### config.mk
export PLATFORM = sky130hd
export DESIGN_NAME = load_store_unit_flat
export DESIGN_NICKNAME = d
export VERILOG_FILES = /design/src/rtl/load_store_unit_if.sv /design/src/rtl/load_store_unit.sv /design/src/flat_wrapper.sv
export SDC_FILE = /design/constraint.sdc
export NUM_CORES = 1
export LEC_CHECK = 0
export CORE_MARGIN = 10
export CORE_UTILIZATION = 49
export CTS_BUF_LIST = sky130_fd_sc_hd__clkbuf_8
export CTS_CLUSTER_DIAMETER = 100
export CTS_CLUSTER_SIZE = 10
export DETAILED_ROUTE_END_ITERATION = 8
export PLACE_DENSITY_LB_ADDON = 0.25
export SLEW_MARGIN = 20
export SYNTH_ARGS = -nofsm -noshare
export SYNTH_HDL_FRONTEND = slang
export SYNTH_SLANG_ARGS = --single-unit
### constraint.sdc
create_clock -name clock -period 2.25 [get_ports clock]
set_clock_uncertainty 0.1 [all_clocks]
set_input_delay 0.45 -clock clock [delete_from_list [all_inputs] [get_ports clock]]
set_output_delay 0.45 -clock clock [all_outputs]
set_load 0.005 [all_outputs]
### src/rtl/load_store_unit_if.sv
// Core request/response and RAM port bundle for the load/store unit.
// The slave modport is the unit's view; master is the core/RAM environment.
interface load_store_unit_if #(
  parameter int unsigned size = 32
);
  logic            req_valid;
  logic            req_ready;
  logic            req_write;
  logic [size-1:0] req_addr;
  logic [size-1:0] req_wdata;
  logic [2:0]      req_funct3;
  logic            rsp_valid;
  logic [size-1:0] rsp_rdata;
  logic            rsp_error;
  logic [size-1:0] mem_address;
  logic [size-1:0] mem_data;
  logic            mem_wren;
  logic            mem_wread;
  logic [size-1:0] mem_rdata;

  modport slave (
    input  req_valid, req_write, req_addr, req_wdata, req_funct3, mem_rdata,
    output req_ready, rsp_valid, rsp_rdata, rsp_error,
           mem_address, mem_data, mem_wren, mem_wread
  );

  modport master (
    output req_valid, req_write, req_addr, req_wdata, req_funct3, mem_rdata,
    input  req_ready, rsp_valid, rsp_rdata, rsp_error,
           mem_address, mem_data, mem_wren, mem_wread
  );
endinterface

### src/rtl/load_store_unit.sv
// Single-outstanding load/store unit: byte/half/word accesses to a word RAM
// with sub-word store read-modify-write, alignment and range checking.
module load_store_unit #(
  parameter int unsigned mem_depth = 1024,
  parameter int unsigned size      = 32
) (
  input  logic               clock,
  input  logic               reset_n,
  load_store_unit_if.slave   bus
);

  localparam int unsigned idx_w = size - 2;

  typedef enum logic [1:0] {IDLE, READ, WRITE, RESP} state_t;

  state_t          state, state_n;

  logic [size-1:0] addr_q;
  logic [15:0]     wdata_q;
  logic [2:0]      funct3_q;
  logic            write_q;

  logic            req_ready_q;
  logic            rsp_valid_q;
  logic            rsp_error_q;
  logic [size-1:0] rsp_rdata_q;
  logic [size-1:0] mem_address_q;
  logic [size-1:0] mem_data_q;
  logic            mem_wren_q;
  logic            mem_wread_q;

  logic            accept_c;
  logic            req_err_c;
  logic [4:0]      lane_sh_c;
  logic [7:0]      byte_c;
  logic [15:0]     half_c;
  logic [size-1:0] load_c;
  logic [size-1:0] lane_mask_c;
  logic [size-1:0] merged_c;

  assign accept_c = (state == IDLE) && bus.req_valid && req_ready_q;

  // Reject misaligned, unsupported-encoding and out-of-range requests up front.
  always_comb begin
    req_err_c = 1'b0;
    case (bus.req_funct3)
      3'b000:  req_err_c = 1'b0;
      3'b001:  req_err_c = bus.req_addr[0];
      3'b010:  req_err_c = |bus.req_addr[1:0];
      3'b100:  req_err_c = bus.req_write;
      3'b101:  req_err_c = bus.req_write | bus.req_addr[0];
      default: req_err_c = 1'b1;
    endcase
    if ({2'b00, bus.req_addr[size-1:2]} >= size'(mem_depth)) begin
      req_err_c = 1'b1;
    end
  end

  // Lane extraction/extension for loads and lane merge for sub-word stores.
  always_comb begin
    lane_sh_c   = {addr_q[1:0], 3'b000};
    byte_c      = 8'(bus.mem_rdata >> lane_sh_c);
    half_c      = 16'(bus.mem_rdata >> lane_sh_c);
    case (funct3_q)
      3'b000:  load_c = {{(size-8){byte_c[7]}}, byte_c};
      3'b001:  load_c = {{(size-16){half_c[15]}}, half_c};
      3'b100:  load_c = size'(byte_c);
      3'b101:  load_c = size'(half_c);
      default: load_c = bus.mem_rdata;
    endcase
    lane_mask_c = size'(funct3_q[0] ? 16'hFFFF : 16'h00FF) << lane_sh_c;
    merged_c    = (bus.mem_rdata & ~lane_mask_c) |
                  ((size'(wdata_q) << lane_sh_c) & lane_mask_c);
  end

  always_comb begin
    state_n = state;
    case (state)
      IDLE: begin
        if (accept_c) begin
          if (req_err_c) begin
            state_n = RESP;
          end else if (!bus.req_write || (bus.req_funct3 != 3'b010)) begin
            state_n = READ;
          end else begin
            state_n = WRITE;
          end
        end
      end
      READ:    state_n = write_q ? WRITE : RESP;
      WRITE:   state_n = RESP;
      RESP:    state_n = IDLE;
      default: state_n = IDLE;
    endcase
  end

  always_ff @(posedge clock or negedge reset_n) begin
    if (!reset_n) begin
      state <= IDLE;
    end else begin
      state <= state_n;
    end
  end

  // Request capture at the acceptance edge; inputs are ignored otherwise.
  always_ff @(posedge clock or negedge reset_n) begin
    if (!reset_n) begin
      addr_q   <= '0;
      wdata_q  <= '0;
      funct3_q <= '0;
      write_q  <= 1'b0;
    end else if (accept_c) begin
      addr_q   <= bus.req_addr;
      wdata_q  <= bus.req_wdata[15:0];
      funct3_q <= bus.req_funct3;
      write_q  <= bus.req_write;
    end
  end

  // Outputs are registered from the next state so each tracks its state exactly.
  always_ff @(posedge clock or negedge reset_n) begin
    if (!reset_n) begin
      req_ready_q   <= 1'b1;
      rsp_valid_q   <= 1'b0;
      rsp_error_q   <= 1'b0;
      rsp_rdata_q   <= '0;
      mem_address_q <= '0;
      mem_data_q    <= '0;
      mem_wren_q    <= 1'b0;
      mem_wread_q   <= 1'b0;
    end else begin
      req_ready_q <= (state_n == IDLE);
      rsp_valid_q <= (state_n == RESP);
      rsp_error_q <= (state == IDLE) && (state_n == RESP);
      rsp_rdata_q <= ((state == READ) && !write_q) ? load_c : '0;
      mem_wren_q  <= (state_n == WRITE);
      mem_wread_q <= (state_n == READ);
      if (state_n == IDLE) begin
        mem_address_q <= '0;
      end else if (state == IDLE) begin
        mem_address_q <= size'(bus.req_addr[size-1:2]);
      end else begin
        mem_address_q <= size'(addr_q[size-1:2]);
      end
      if (state_n == WRITE) begin
        mem_data_q <= (state == IDLE) ? bus.req_wdata : merged_c;
      end else begin
        mem_data_q <= '0;
      end
    end
  end

  assign bus.req_ready   = req_ready_q;
  assign bus.rsp_valid   = rsp_valid_q;
  assign bus.rsp_error   = rsp_error_q;
  assign bus.rsp_rdata   = rsp_rdata_q;
  assign bus.mem_address = mem_address_q;
  assign bus.mem_data    = mem_data_q;
  assign bus.mem_wren    = mem_wren_q;
  assign bus.mem_wread   = mem_wread_q;

endmodule
### src/flat_wrapper.sv
// flat-port wrapper written by rule: the top's interface ports become plain ports
module load_store_unit_flat 
#(
  parameter int unsigned mem_depth = 1024,
  parameter int unsigned size      = 32
)
  (clock, reset_n, bus_req_valid, bus_req_write, bus_req_addr, bus_req_wdata, bus_req_funct3, bus_mem_rdata, bus_req_ready, bus_rsp_valid, bus_rsp_rdata, bus_rsp_error, bus_mem_address, bus_mem_data, bus_mem_wren, bus_mem_wread);
  load_store_unit_if #(.size(size)) bus_i ();
  input  logic clock;
  input  logic reset_n;
  input wire logic [$bits(bus_i.req_valid)-1:0] bus_req_valid;
  input wire logic [$bits(bus_i.req_write)-1:0] bus_req_write;
  input wire logic [$bits(bus_i.req_addr)-1:0] bus_req_addr;
  input wire logic [$bits(bus_i.req_wdata)-1:0] bus_req_wdata;
  input wire logic [$bits(bus_i.req_funct3)-1:0] bus_req_funct3;
  input wire logic [$bits(bus_i.mem_rdata)-1:0] bus_mem_rdata;
  output wire logic [$bits(bus_i.req_ready)-1:0] bus_req_ready;
  output wire logic [$bits(bus_i.rsp_valid)-1:0] bus_rsp_valid;
  output wire logic [$bits(bus_i.rsp_rdata)-1:0] bus_rsp_rdata;
  output wire logic [$bits(bus_i.rsp_error)-1:0] bus_rsp_error;
  output wire logic [$bits(bus_i.mem_address)-1:0] bus_mem_address;
  output wire logic [$bits(bus_i.mem_data)-1:0] bus_mem_data;
  output wire logic [$bits(bus_i.mem_wren)-1:0] bus_mem_wren;
  output wire logic [$bits(bus_i.mem_wread)-1:0] bus_mem_wread;
  assign bus_i.req_valid = bus_req_valid;
  assign bus_i.req_write = bus_req_write;
  assign bus_i.req_addr = bus_req_addr;
  assign bus_i.req_wdata = bus_req_wdata;
  assign bus_i.req_funct3 = bus_req_funct3;
  assign bus_i.mem_rdata = bus_mem_rdata;
  assign bus_req_ready = bus_i.req_ready;
  assign bus_rsp_valid = bus_i.rsp_valid;
  assign bus_rsp_rdata = bus_i.rsp_rdata;
  assign bus_rsp_error = bus_i.rsp_error;
  assign bus_mem_address = bus_i.mem_address;
  assign bus_mem_data = bus_i.mem_data;
  assign bus_mem_wren = bus_i.mem_wren;
  assign bus_mem_wread = bus_i.mem_wread;
  load_store_unit #(.mem_depth(mem_depth), .size(size)) u_core (.clock(clock), .reset_n(reset_n), .bus(bus_i));
endmodule
==> impl_metrics.toml, run 1 <==
[floorplanning]
die_w_um = 140
die_h_um = 140
io_pins = 204
fp-row-count = 43
die_area_mm2 = 0.0195
coreArea_mm2 = 0.0139
start_util = 0.503

[clocking]
cts.path.max_buffers = 2
cts_buffers = 17
tritoncts = "done"
path_clk_slew_ps = 80
insertion_delay_ps = 470
htreeDepth = 4
cts.sinks = 153
root_buffer = "clkbuf_8"
postCtsSetupRepairBufs = 0

[worst_setup_path]
reg2reg_slack_ps = 50
r2r_cells = 6
crit_type = "reg2reg"
reg2reg_from = "u_core.addr_q[0]"
cp_slowest_cell = "dfrtp_1"
cp_cell_sequence = "nand2b_1 -> o22ai_1 -> a211oi_1 -> buf_4 -> a21oi_1 -> nor2_2"
worstPathArrival_ps = 2500
end_kind = "flop"
startpoint = "u_core.addr_q[0]"
critPathMaxFanout = 12
worst_ep_required_time_ps = 2550
worstSetupStartpointType = "flop"
crit_path_max_incr_delay_ps = 630
r2r_end = "u_core.bus.mem_data[26]"

[synthesis]
synthAdderAreaFrac = 0.00536
synth_xor_area_frac = 0
synth-simple-area-share = 0.112
synth_mux_area_frac = 0.167
synth_compound_area_frac = 0.135
synth-seq-area-share = 0.546
async_flop_share = 1.00
avgSynthCellArea_um2 = 11.2
synth_top_flop_cell = "dfrtp_1"
syn-cell-area_mm2 = 0.00701
synth-edff-count = 0
ys_ff_latch = 153
synth_cell_types = 45
syn_inst = 626
yosys_warnings = 0
synth_top_family_by_area = "multiplexers"

[cells_and_area]
area_growth_pct = 41.8
drive_gt1_frac = 0.222
final_common_cell = "clkdlybuf4s50_1"
nNetsFinal = 959
mostFrequentLayoutCells = "clkdlybuf4s50_1 (200), dfrtp_1 (152), nor2_1 (69), a21oi_1 (60), mux2_2 (60)"
num_antenna_cells = 0

[grt]
grt_pass1_wl_um = 34200
grt_start_max_net_pins = 51
track_usage = 0.223
grt_overflow = 0
grt_pass1_vias = 6011
antenna_found_initial = 0

[drt]
wl_per_cell_um = 20.9
vias = 5728
vias_per_cell = 5.48
drt-initial-drc-count = 455
drc = 0
firstDrtPassIters = 7
ant_nets = 0
wirelength_um = 21900

[timing]
final-max-slew-violation-count = 0
setup_violations = 0
fin_crit_ps = 2200
slew_headroom = 0.549
final.period_utilization = 0.979
finalWorstSetupSlack_ps = 47.7
rsz0062_at_grt = "no"
tns_ps = 0
fmax_mhz = 454
hold_viol = 0
tightest_slew_ps = 675

[power]
power_density_mw_per_mm2 = 1350
leakagePower_nw = 4.33
fin_total_pwr_mw = 13.4
irDropWorstVdd_v = 0.000692

[place]
globalplace.congestion = 0.939
dp_slack_ps = -315
hpwlAfterDp_um = 16900
portBuffers = 201

[run]
maxCapViolCount = 0

[status]
outcome = "finished clean"

[worst_hold_path]
hold_path_class = "in2async"
==> cells in the mapped netlist, types with 8 or more instances <==
master / n / area (um^2)
dfrtp_1: 152 / 3800
nor2_1: 71 / 267
a21oi_1: 60 / 300
mux2_2: 60 / 676
mux2i_1: 47 / 470
nand2_1: 47 / 176
clkbuf_1: 23 / 86.3
o21ai_0: 18 / 90.1
nor2_2: 17 / 106
a21oi_2: 13 / 114
nand2b_1: 11 / 68.8
buf_2: 9 / 45.0
a211oi_1: 8 / 60.1
o211ai_1: 8 / 60.1
o22ai_1: 8 / 50.1
==> per-layer routing <==
layer,share of wire,global-route usage
met1,0.40,0.262
met2,0.49,0.371
met3,0.084,0.0769
met4,0.025,0.0832
met5,0,0
==> critical path, delay by kind of cell (launching register included) <==
kind | cells | cell delay [ps]
AO/OA/AOI/OAI | 3 | 740
flip-flops | 1 | 630
AND/OR/NAND/NOR | 2 | 470
buffers and inverters | 1 | 200
==> report_power, final <==
part	switching, mW	internal [mW]	total (mW)	leakage (nW)
clock network	1.02	0.985	2.01	0.193
logic	3.59	3.41	7.00	2.16
registers	0.592	3.82	4.41	1.97
==> through the flow <==
step | util | std cells | hold slack, ps | cell area, um^2
detailed placement | 0.683 | 1013 | 332 | 9520
finish | 0.713 | 1046 | 403 | 9940
CTS | 0.712 | 1046 | 401 | 9920
global route | 0.713 | 1046 | 420 | 9940
floorplan | - | 627 | 54.4 | 7010
global placement | 0.683 | 1013 | 322 | 9520
==> repair_timing <==
| item | in CTS | in global routing |
|---|---|---|
| hold endpoints to repair | 46 | 0 |
| resized for setup | 1 | 3 |
| hold buffers | 1 | 0 |
| setup endpoints to repair | 1 | 38 |
==> area by class of cell <==
cell class                 count  area (um^2)
timing repair buffer         251         2480
clock buffer                  21          289
clock inverter                11         95.1
tap                          180          225
multi-input combinational    424         2990
fill                        1005         4000
inverter                       6         22.5
sequential                   153         3830
==> how the worst max path moves through the flow <==
stage / to
4_1_cts: u_core.bus.mem_data[26]
5_1_grt: u_core.bus.mem_data[8]
3_3_place_gp: u_core.bus.mem_data[8]
2_1_floorplan: u_core.bus.mem_data[21]
6_report: u_core.bus.mem_data[26]
3_5_place_dp: u_core.bus.mem_data[9]
==> state kept, by name, summed over array words and instances (netlist names), 2 cells and up <==
signal	flops
u_core.bus.mem_data	32
u_core.wdata_q	16
u_core.bus.rsp_rdata	32
u_core.state	2
u_core.bus.mem_address	30
u_core.addr_q	32
u_core.funct3_q	3
==> cells by family after synthesis <==
family / count (synthesis)
AOI/OAI and AO/OA: 145
adders and majority gates: 3
buffers and inverters: 50
DFF: 153
muxes: 108
other: 1
and+or+nand+nor: 166
Note: power is estimated with default switching activity, not from simulation.
==> run 2, diff against run 1 <==
- SLEW_MARGIN: 20 -> 30
==> results of run 2 <==
No change in the layout: final DEF, timing and power equal those of run 1.
